### config.mk
export PLATFORM = sky130hd
export DESIGN_NAME = mem_port_arbiter
export DESIGN_NICKNAME = d
export VERILOG_FILES = /design/src/rtl/mem_port_arbiter.sv
export SDC_FILE = /design/constraint.sdc
export NUM_CORES = 1
export LEC_CHECK = 0
export CAP_MARGIN = 30
export CORE_AREA = 2 2 213 215
export CTS_CLUSTER_DIAMETER = 120
export DETAILED_ROUTE_END_ITERATION = 10
export DIE_AREA = 0 0 215 217
export SETUP_SLACK_MARGIN = 0.1
export SLEW_MARGIN = 15
export SYNTH_ARGS = -nofsm -noshare
export SYNTH_HDL_FRONTEND = slang
export SYNTH_SLANG_ARGS = --single-unit
### constraint.sdc
create_clock -name clk -period 3.09 [get_ports clk]
set_input_delay 0.4635 -clock clk [delete_from_list [all_inputs] [get_ports clk]]
set_output_delay 0.4635 -clock clk [all_outputs]
set_load 0.03 [all_outputs]
### src/rtl/mem_port_arbiter.sv
// Arbitrates the shared memory port between instruction fetch (IF) and load/store (LS).
// One outstanding transaction; LS has priority, with IF forced after LS_MAX consecutive LS grants.
module mem_port_arbiter #(
   parameter int unsigned ADDR_W = 64,
   parameter int unsigned DATA_W = 64,
   parameter int unsigned LS_MAX = 4
) (
   input  logic                clk,
   input  logic                rst,
   input  logic                if_req_valid,
   input  logic [ADDR_W-1:0]   if_req_addr,
   output logic                if_req_ready,
   output logic                if_rsp_valid,
   output logic [DATA_W-1:0]   if_rsp_data,
   input  logic                ls_req_valid,
   input  logic                ls_req_we,
   input  logic [ADDR_W-1:0]   ls_req_addr,
   input  logic [DATA_W-1:0]   ls_req_wdata,
   input  logic [DATA_W/8-1:0] ls_req_wmask,
   output logic                ls_req_ready,
   output logic                ls_rsp_valid,
   output logic [DATA_W-1:0]   ls_rsp_data,
   output logic                mem_req_valid,
   input  logic                mem_req_ready,
   output logic                mem_req_we,
   output logic [ADDR_W-1:0]   mem_req_addr,
   output logic [DATA_W-1:0]   mem_req_wdata,
   output logic [DATA_W/8-1:0] mem_req_wmask,
   input  logic                mem_rsp_valid,
   input  logic [DATA_W-1:0]   mem_rsp_data,
   output logic                busy,
   output logic                spurious_rsp
);

   localparam int unsigned MASK_W   = DATA_W / 8;
   localparam int unsigned STREAK_W = (LS_MAX < 1) ? 1 : $clog2(LS_MAX + 1);
   localparam logic [STREAK_W-1:0] STREAK_MAX = STREAK_W'(LS_MAX);

   typedef enum logic [1:0] {
      ST_IDLE,
      ST_REQ,
      ST_WAIT_RSP
   } state_t;

   state_t                state;
   state_t                next_state;
   logic                  owner_ls;
   logic [STREAK_W-1:0]   ls_streak;
   logic                  grant_if_c;
   logic                  grant_ls_c;
   logic                  ls_wins_c;
   logic                  rsp_fire_c;

   // State register
   always_ff @(posedge clk) begin
      if (rst) state <= ST_IDLE;
      else     state <= next_state;
   end

   // Grant and next-state; readies are combinational so acceptance happens in the IDLE cycle
   always_comb begin
      next_state = state;
      grant_if_c = 1'b0;
      grant_ls_c = 1'b0;
      rsp_fire_c = 1'b0;
      ls_wins_c  = ls_req_valid && !(if_req_valid && (ls_streak == STREAK_MAX));
      case (state)
         ST_IDLE: begin
            if (!rst) begin
               grant_ls_c = ls_wins_c;
               grant_if_c = if_req_valid && !ls_wins_c;
            end
            if (grant_ls_c || grant_if_c) next_state = ST_REQ;
         end
         ST_REQ: begin
            if (mem_req_ready) next_state = ST_WAIT_RSP;
         end
         ST_WAIT_RSP: begin
            if (mem_rsp_valid) begin
               rsp_fire_c = 1'b1;
               next_state = ST_IDLE;
            end
         end
         default: next_state = ST_IDLE;
      endcase
   end

   assign if_req_ready = grant_if_c;
   assign ls_req_ready = grant_ls_c;

   // Request capture, response routing, streak tracking and status flags
   always_ff @(posedge clk) begin
      if (rst) begin
         owner_ls      <= 1'b0;
         ls_streak     <= '0;
         mem_req_valid <= 1'b0;
         mem_req_we    <= 1'b0;
         mem_req_addr  <= '0;
         mem_req_wdata <= '0;
         mem_req_wmask <= '0;
         if_rsp_valid  <= 1'b0;
         if_rsp_data   <= '0;
         ls_rsp_valid  <= 1'b0;
         ls_rsp_data   <= '0;
         busy          <= 1'b0;
         spurious_rsp  <= 1'b0;
      end else begin
         mem_req_valid <= (next_state == ST_REQ);
         busy          <= (next_state != ST_IDLE);

         if (grant_ls_c) begin
            owner_ls      <= 1'b1;
            mem_req_we    <= ls_req_we;
            mem_req_addr  <= ls_req_addr;
            mem_req_wdata <= ls_req_wdata;
            mem_req_wmask <= ls_req_wmask;
         end else if (grant_if_c) begin
            owner_ls      <= 1'b0;
            mem_req_we    <= 1'b0;
            mem_req_addr  <= if_req_addr;
            mem_req_wdata <= '0;
            mem_req_wmask <= MASK_W'(0);
         end

         if_rsp_valid <= rsp_fire_c && !owner_ls;
         ls_rsp_valid <= rsp_fire_c && owner_ls;
         if (rsp_fire_c && !owner_ls) if_rsp_data <= mem_rsp_data;
         if (rsp_fire_c && owner_ls)  ls_rsp_data <= mem_req_we ? '0 : mem_rsp_data;

         if (mem_rsp_valid && (state != ST_WAIT_RSP)) spurious_rsp <= 1'b1;

         // Streak only counts LS wins that actually kept IF waiting
         if (!if_req_valid || grant_if_c)                  ls_streak <= '0;
         else if (grant_ls_c && (ls_streak != STREAK_MAX)) ls_streak <= ls_streak + STREAK_W'(1);
      end
   end

endmodule

==> impl_results.md, run 1 <==
- Seq/Total Area, Yosys: 53.2%
- Register-to-Register Path Depth: 5
- Area growth from synthesis to final layout: 69.7%
- Critical-path top delay cell: buf_4
- Hold worst-path end: spurious_rsp
- Post-CTS Resized: 0
- Critical setup path kind: reg2out
- Hold-critical path depth: 2
- Final hold viol count: 0
- Worst setup SP type: flop
- Peak supply drop: 0.000313 V
- Critical Path RT: 2.63 ns
- TritonCTS Buffers: 35
- Root Driver: clkbuf_16
- Vias in the first global route: 10,461
- PortBufs: 542
- Worst-path cell chain: inv_1, ha_1, nand3_1, nand3_1, clkinv_2, buf_4, buf_4
- Netlist cell types: 38
- Worst-path fanout max: 37
- FF-to-FF Start: state[1]
- Largest family of logic cells by synthesized area: compound AO/OA/AOI/OAI gates
- Max Cap Viol: 0
- Leading cell type in the layout, fill and taps excluded: clkdlybuf4s50_1
- Final HPWL from detailed placement: 30,900 µm
- Starting DRT DRC Count: 667
- RSZ-0062 raised after global routing: no
- Worst path bufs/invs: 4
- WL final: 43,000 µm
- Reg2Reg Setup Slack: 0.95 ns
- Relative slew margins: 39.6%
- XOR/XNOR Fraction of Synth Area: 0.169%
- Upper clock frequency limit: 356 MHz
- Placed Instances: 2,210
- RR Endpoint: ls_rsp_data[52]
- GRT overflow: 0
- Nets: 1,920
- Max Buffers Root-to-Sink: 3
- CP endpoint kind: output port
- Most frequent cells in the layout: clkdlybuf4s50_1, dfxtp_1, nand2_1, a21oi_1, nor2_1
- Cells after Synth: 1,144
- Post-synthesis compound-gate area fraction: 22.3%
- Multi-input gate area: 4400 µm²
- Post-Synth Simple-Gate Area: 19.3%
- Core footprint: 44,700 µm²
- CTS tree: built
- Setup TNS: 0 ns
- Tcrit/Tclk final: 90.8%
- Yosys reg bits: 276
- Drt drc: 0
- Io pins: 543
- Mux contribution to synthesized area: 0.0964%
- DIE HEIGHT: 217 µm
- Status: finished clean
- Pins Over Slew Limit: 0
- # rows: 78
- PD cells: 549 nW/µm²
- Hold crit path type: in2reg
- Netlist Area Pre-Place: 10,400 µm²
- CTS clock-pin slew for the worst setup and hold paths: 0.06 ns
- CP top delay family: buffers and inverters
- Period minus WS final: 2.81 ns
- Post-CTS setup buffers: 0
- Share of cells above drive strength 1: 7.47%
- Vias: 10,517
- Pleak: 6.09 nW
- ANT nets after route: 0
- Total of warnings raised by yosys: 0
- Storage element area: 5530 µm²
- Final RePlAce weighted congestion: 0.829
- Num Clock Sinks: 276
- Number of fill cells in the layout: 4,477
- Die Wd: 215 µm
- DRT Pass-1 Iters: 5
- WP data arrival: 2.34 ns
- H-tree depth: 2
- Initial Utilization: 23.2%
- Avg Synthesized Cell Area: 9.08 µm²
- Post-synthesis adder-cell area fraction: 0.241%
- Clk Latency, worst-skew pair: 0.54 ns
- Largest net degree at the start of global routing: 74
- First-pass GRT wire length: 63,600 µm
- Worst path max stage delay: 0.37 ns
- Setup-failing EPs final: 0
- Clock skew: 0.0262 ns
- All-layer global routing usage: 17.7%
- Initial antenna violation count: 4
- Die area: 46,700 µm²
- WP depth: 7
- Hold Path Origin: rst
- Avg WL per Cell: 18.9 µm
- Vias per cell: 4.62
- Syn_nets: 1,417
- Hold_buf cts: 0
- Least-Margin Pin Slew: 0.903 ns
- Fin cells: 2,274
-- layout make-up --
cell class                      instances  area share [%]
Inverter                                5           0.114
Tap cell                              600            4.26
Clock buffer                           49            6.02
Sequential cell                       276            31.4
Antenna cell                            1          0.0142
Clock inverter                         14           0.887
Multi-Input combinational cell        756            25.0
Timing Repair Buffer                  573            32.4
-- metal layers --
metal,global-route usage [%],share of wire [%],up-vias
met5,0,0.10,-
met4,9.49,4.8,6
met3,6.08,8.5,93
met2,30.3,49,429
met1,19.3,38,4944
li1,-,-,5045
-- stage by stage --
step	setup slack [ns]	util, %	cell area, µm²	power (mW)	hold slack (ns)
floorplan	1.02	-	10400	4.61	0.462
global placement	0.300	36.7	16400	5.45	0.437
detailed placement	0.390	36.7	16400	5.46	0.443
CTS	0.231	39.4	17600	9.82	0.308
global route	0.130	39.4	17600	10.1	0.351
finish	0.285	39.4	17600	9.68	0.343
-- synth_stat cells, drive strengths merged --
master,n,area share (%)
and3b,1,0.084
a221oi,10,0.84
and3,1,0.060
dfxtp,276,53
and2,33,2.0
nand2b,1,0.060
nor2b,1,0.060
nand3,5,0.24
xor2,1,0.084
o21a,1,0.072
a22oi,73,5.3
or2,2,0.14
nand2,195,7.0
mux2i,1,0.096
ha,2,0.24
o21ai,1,0.048
o221ai,22,3.1
o22a,22,1.9
o311ai,1,0.084
clkbuf,73,2.6
nand4,1,0.060
inv,5,0.18
nor2,113,4.1
a211oi,2,0.14
xnor2,1,0.084
nand3b,66,4.8
nor3,12,0.58
buf,34,1.9
a21oi,133,6.5
a221o,32,3.1
or4b,1,0.13
o22ai,22,1.3
-- registers in the layout, indices dropped and copies added, names as in the netlist, 2 cells and up --
| signal | count |
|---|---|
| if_rsp_data | 64 |
| ls_rsp_data | 64 |
| ls_streak | 3 |
| mem_req_addr | 64 |
| mem_req_wdata | 64 |
| mem_req_wmask | 8 |
| state | 2 |
-- worst max-delay path by stage --
stage                 startpoint         endpoint  slack [ns]
floorplan                    rst     if_req_ready        1.02
global placement    ls_req_valid  mem_req_addr[4]        0.30
detailed placement  ls_req_valid     ls_req_ready        0.39
CTS                 ls_streak[0]     ls_req_ready        0.23
global route        ls_streak[0]     ls_req_ready        0.13
finish              ls_streak[0]     ls_req_ready        0.28
-- report_power, final --
part	switching, mW	internal [mW]	total [mW]
clock network	1.64	2.65	4.30
logic	0.806	0.759	1.56
registers	0.102	3.71	3.82
-- logic make-up (layout without fill, tap and decap cells) --
family | Yosys count | after routing
buffers and inverters | 112 | 641
XOR/XNOR | 2 | 2
AND/OR/NAND/NOR | 432 | 432
adder cells (fa/ha/maj) | 2 | 2
flip-flops | 276 | 276
AO/OA/AOI/OAI | 319 | 319
multiplexers | 1 | 1
other | 0 | 1
-- worst register-to-register path, cell delays in order, from the launching register on --
cell	delay [ns]
dfxtp_1	0.48
nor2b_1	0.40
and3_2	0.66
buf_12	0.28
nand3b_1	0.11
a21oi_1	0.16
Power figures use the tool's default switching activity.
==> inputs of run 2 (changes only) <==
CELL_PAD_IN_SITES_DETAIL_PLACEMENT = 0   (was default)
CELL_PAD_IN_SITES_GLOBAL_PLACEMENT = 2   (was default)
CORE_AREA = default   (was 2 2 213 215)
CORE_ASPECT_RATIO = 2   (was default)
CORE_MARGIN = 2   (was default)
CORE_UTILIZATION = 23   (was default)
DIE_AREA = default   (was 0 0 215 217)
HOLD_SLACK_MARGIN = 0.12   (was default)
PLACE_DENSITY_LB_ADDON = 0.1   (was default)
==> impl_results.md, run 2 (synthesized netlist as in run 1, its figures left out) <==
- Status: finished clean
- Upper clock frequency limit: 389 MHz (+9.0%)
- Worst setup SP type: flop
- Final worst setup slack: 0.517 ns (+0.233 ns)
- Worst-path fanout max: 13 (-65%)
- CP top delay family: simple AND/OR/NAND/NOR gates
- Clk pwr share: 41.5% (-2.9 points)
- Final RePlAce weighted congestion: 0.779 (-5.9%)
- Layout Utilization: 38.7% (-0.68 points)
- Drt drc: 0 (unchanged)
- Vias per cell: 4.71 (+1.8%)
- Reg2Reg Setup Slack: 0.99 ns (+0.04 ns)
- Num Clock Sinks: 276 (unchanged)
- Clock skew: 0.0245 ns (-0.00170 ns)
- Period minus WS final: 2.57 ns (-0.233 ns)
- Initial Utilization: 23.1% (-0.088 points)
- Int Pwr: 6.73 mW (-5.6%)
- Max Buffers Root-to-Sink: 3 (unchanged)
- PortBufs: 542 (unchanged)
- WP depth: 3 (-4)
- First-pass GRT wire length: 70,900 µm (+11%)
- Peak supply drop: 0.000339 V (+8.2%)
- Tcrit/Tclk final: 83.3% (-7.5 points)
- WL final: 48,100 µm (+12%)
- Die Wd: 154 µm (-28%)
- CTS tree: built
- Setup-failing EPs final: 0 (unchanged)
- Critical Path RT: 2.63 ns (about the same)
- Hold crit path type: in2reg
- Initial antenna violation count: 7 (+3)
- Least-Margin Pin Slew: 0.992 ns (+0.0897 ns)
- Post-CTS Resized: 0 (unchanged)
- Avg WL per Cell: 21.7 µm (+14%)
- ANT nets after route: 0 (unchanged)
- # rows: 110 (+41%)
- Setup TNS: 0 ns (unchanged)
- Io pins: 543 (unchanged)
- DRT Pass-1 Iters: 5 (unchanged)
- Root Driver: clkbuf_16
- Vias: 10,464 (-0.50%)
- Share of cells above drive strength 1: 6.63% (-0.84 points)
- Placed Instances: 2,166 (-2.0%)
- Logic pwr share: 17.1% (+0.9 points)
- Starting DRT DRC Count: 487 (-27%)
- RSZ-0062 raised after global routing: no
- CP endpoint kind: output port
- PD cells: 530 nW/µm² (-3.5%)
- Register-to-Register Path Depth: 5 (unchanged)
- Clk Latency, worst-skew pair: 0.57 ns (+0.03 ns)
- Reg power frac: 41.4% (+2.0 points)
- Switching share of power: 26.9% (+0.56 points)
- Nets: 1,910 (-0.52%)
- DIE HEIGHT: 305 µm (+40%)
- Number of fill cells in the layout: 4,590 (+2.5%)
- CTS clock-pin slew for the worst setup and hold paths: 0.07 ns (about the same)
- All-layer global routing usage: 19.7% (+2.0 points)
- Vias in the first global route: 10,858 (+3.8%)
- Most frequent cells in the layout: clkdlybuf4s50_1, dfxtp_1, nand2_1, a21oi_1, nor2_1
- Largest net degree at the start of global routing: 196 (+160%)
- Pleak: 5.96 nW (-2.0%)
- WP data arrival: 2.11 ns (-0.23 ns)
- Leading cell type in the layout, fill and taps excluded: clkdlybuf4s50_1
- Worst path bufs/invs: 1 (-3)
- Area growth from synthesis to final layout: 67.4%
- Hold slack: 0.229 ns (-0.114 ns)
- Worst path max stage delay: 0.58 ns (+0.21 ns)
- Post-CTS setup buffers: 0 (unchanged)
- Pins Over Slew Limit: 0 (unchanged)
- Final hold viol count: 0 (unchanged)
- Critical-path top delay cell: or4b_4
- H-tree depth: 1 (-1)
- GRT overflow: 0 (unchanged)
- Core footprint: 44,900 µm² (+0.38%)
- Die area: 47,000 µm² (+0.69%)
- Fin cells: 2,222 (-2.3%)
- Critical setup path kind: reg2out
- Hold-critical path depth: 2 (unchanged)
- Dpl ws: 0.534 ns (+0.144 ns)
- TritonCTS Buffers: 29 (-17%)
- Final HPWL from detailed placement: 34,600 µm (+12%)
- Worst-path cell chain: or4b_4, a21oi_4, buf_4
- Relative slew margins: 33.8% (-5.7 points)
- Psw: 2.48 mW (-2.8%)
- Hold_buf cts: 0 (unchanged)
- Max Cap Viol: 0 (unchanged)
## run 2: cell types whose count changed in the layout (fill, tap and decap cells not counted), moves of 2 or more
cell	before	now
nor2_2	0	2
bufinv_16	3	5
buf_4	29	22
buf_12	4	7
clkinv_2	9	4
diode_2	1	4
clkbuf_1	3	5
clkbuf_8	9	5
clkbuf_16	37	29
## run 2: final timing paths
| kind | from | to |
|---|---|---|
| setup reg to reg | state[1] | if_rsp_data[7] |
| hold / removal | rst | mem_req_wdata[31] |
| hold reg to reg | ls_rsp_data[37] | ls_rsp_data[37] |
| setup / recovery | state[0] | if_req_ready |
## run 2: through the flow
stage	instance area, µm²	power (mW)
after floorplan	10400	4.61
after global placement	16400	5.48
after detailed placement	16400	5.48
after CTS	17400	9.38
after global routing	17400	9.59
final	17400	9.21
## run 2: area by class of cell
cell class	instances	area, µm²	area share [%]
repair buffers	569	5710	32.8
flip-flops and latches	276	5530	31.8
multi-input cells	756	4410	25.3
clock buffers	39	813	4.68
well taps	560	701	4.03
clock inverters	13	201	1.16
inverters	5	18.8	0.108
diodes	4	10.0	0.0576
## run 2: power groups by stage
stage          sequential (mW)  clock [mW]  combinational, mW
2_1_floorplan             4.16           0              0.443
3_3_place_gp              3.89           0               1.59
3_5_place_dp              3.89           0               1.59
4_1_cts                   3.81        3.97               1.60
5_1_grt                   3.83        4.09               1.67
6_report                  3.81        3.82               1.58
## run 2: layer usage
layer | routed length, µm | vias up | global-route usage, %
met1 | 16600 | 4942 | 19.4
met3 | 4360 | 59 | 7.04
met2 | 26000 | 433 | 38.1
met5 | 17 | - | 0
met4 | 1190 | 4 | 5.79
li1 | - | 5026 | -
==> inputs of run 3 (changes only) <==
CORE_UTILIZATION = 20   (was 23)
clock period = 2.35 ns   (was 3.09 ns; I/O delays follow)
==> impl_results.md, run 3 (synthesized netlist as in run 1, its figures left out) <==
- Status: finished clean
- Nets: 1,928 (+0.94%)
- Num Clock Sinks: 276 (unchanged)
- Setup-failing EPs final: 0 (unchanged)
- Worst-path fanout max: 6 (-7)
- Max Buffers Root-to-Sink: 3 (unchanged)
- Avg WL per Cell: 21.1 µm (-2.4%)
- Core footprint: 51,500 µm² (+15%)
- CTS clock-pin slew for the worst setup and hold paths: 0.06 ns (about the same)
- Placed Instances: 2,274 (+5.0%)
- Critical setup path kind: reg2out
- First-pass GRT wire length: 71,400 µm (+0.74%)
- Share of cells above drive strength 1: 8.10% (+1.5 points)
- TritonCTS Buffers: 30 (+3.4%)
- Io pins: 543 (unchanged)
- RSZ-0062 raised after global routing: yes
- WP data arrival: 1.85 ns (-0.26 ns)
- DRT Pass-1 Iters: 5 (unchanged)
- CTS tree: built
- Leading cell type in the layout, fill and taps excluded: clkdlybuf4s50_1
- Clock skew: 0.0100 ns (-0.0145 ns)
- Most frequent cells in the layout: clkdlybuf4s50_1, dfxtp_1, nand2_1, a21oi_1, nor2_1
- Number of fill cells in the layout: 5,417 (+18%)
- Critical Path RT: 2.00 ns (-0.63 ns)
- Upper clock frequency limit: 455 MHz
- Vias in the first global route: 10,781 (-0.71%)
- Vias: 10,464 (unchanged)
- Worst setup SP type: flop
- Least-Margin Pin Slew: 1.15 ns (+0.154 ns)
- Period minus WS final: 2.20 ns
- Relative slew margins: 23.6% (-10 points)
- Die area: 53,900 µm² (+15%)
- Peak supply drop: 0.000500 V (+48%)
- Final HPWL from detailed placement: 35,300 µm (+1.9%)
- Initial Utilization: 20.2% (-3.0 points)
- Area growth from synthesis to final layout: 71.3%
- Drt drc: 0 (unchanged)
- Root Driver: clkbuf_16
- PD cells: 688 nW/µm² (+30%)
- Pleak: 6.12 nW (+2.6%)
- WL final: 49,600 µm (+3.0%)
- Clk Latency, worst-skew pair: 0.58 ns (about the same)
- Starting DRT DRC Count: 477 (-2.1%)
- Tcrit/Tclk final: 93.6%
- CP endpoint kind: output port
- GRT overflow: 0 (unchanged)
- All-layer global routing usage: 17.7% (-2.1 points)
- Design Power: 12.2 mW (+33%)
- Vias per cell: 4.46 (-5.2%)
- # rows: 118 (+7.3%)
- Largest net degree at the start of global routing: 206 (+5.1%)
- PortBufs: 542 (unchanged)
- Placed instance area: 16,600 µm² (+1.5%)
- Pins Over Slew Limit: 0 (unchanged)
- Die Wd: 165 µm (+7.1%)
- Final RePlAce weighted congestion: 0.773 (-0.82%)
- Final hold viol count: 0 (unchanged)
- Hold crit path type: in2reg
- Setup TNS: 0 ns (unchanged)
- Initial antenna violation count: 9 (+2)
- ANT nets after route: 0 (unchanged)
- Hold slack: 0.255 ns (+0.0262 ns)
- Max Cap Viol: 0 (unchanged)
- Final instance area: 17,800 µm² (+2.3%)
- H-tree depth: 1 (unchanged)
- DIE HEIGHT: 326 µm (+7.1%)
- Fin cells: 2,345 (+5.5%)
-- run 3: cell types whose count changed in the layout (fill, tap and decap cells not counted), moves of 3 or more --
cell | previous run | this run
buf_12 | 7 | 12
dfxtp_1 | 275 | 272
buf_4 | 22 | 30
clkinv_2 | 4 | 8
-- run 3: area by class of cell --
class / instances / area [µm²] / share of cell area, %
diodes: 6 / 15.0 / 0.0844
clock buffers: 42 / 887 / 4.99
clock inverters: 14 / 158 / 0.886
inverters: 5 / 18.8 / 0.106
multi-input cells: 756 / 4420 / 24.8
flip-flops and latches: 276 / 5540 / 31.1
well taps: 660 / 826 / 4.64
repair buffers: 586 / 5930 / 33.3
-- run 3: repair_timing --
item | 4_1_cts | 5_1_grt
pin swaps | 1 | 2
setup buffers | 5 | 2
hold endpoints to repair | 14 | 0
hold buffers | 1 | 0
resized for setup | 5 | 4
gates cloned | 1 | 0
setup endpoints to repair | 2 | 2
-- run 3: power by group --
group | internal [mW] | leakage [nW] | switching [mW]
clock | 2.96 | 0.521 | 2.13
sequential | 4.88 | 2.25 | 0.132
combinational | 1.04 | 3.35 | 1.09
total | 8.89 | 6.12 | 3.35
-- run 3: final timing paths --
check              endpoint            from  cells after the start  slack [ns]
min            ls_streak[2]    ls_req_valid                      4        0.26
max            if_req_ready        state[1]                      3        0.15
min reg2reg  ls_rsp_data[0]  ls_rsp_data[0]                      2        0.45
max reg2reg  if_rsp_data[4]        state[0]                      6        0.40
-- run 3: per-layer routing --
layer | vias up | global-route usage (%) | wire length (µm) | part of all wire, %
li1 | 5067 | - | - | -
met1 | 4930 | 18.4 | 18100 | 36
met2 | 420 | 32.0 | 25500 | 51
met3 | 45 | 7.12 | 5080 | 10
met4 | 2 | 5.29 | 904 | 1.8
met5 | - | 0 | 13 | 0.026
-- run 3: critical path: stages (launching register included) --
cell and delay, ns:
dfxtp_4 0.36, or4b_4 0.54, a21oi_4 0.21, buf_6 0.17
-- run 3: per-stage QoR --
| stage | util, % | setup WS, ns |
|---|---|---|
| detailed placement | 32.2 | 0.146 |
| CTS | 34.4 | 0.0566 |
| global route | 34.5 | 0.0426 |
| finish | 34.5 | 0.151 |
| floorplan | - | 0.505 |
| global placement | 32.2 | 0.166 |
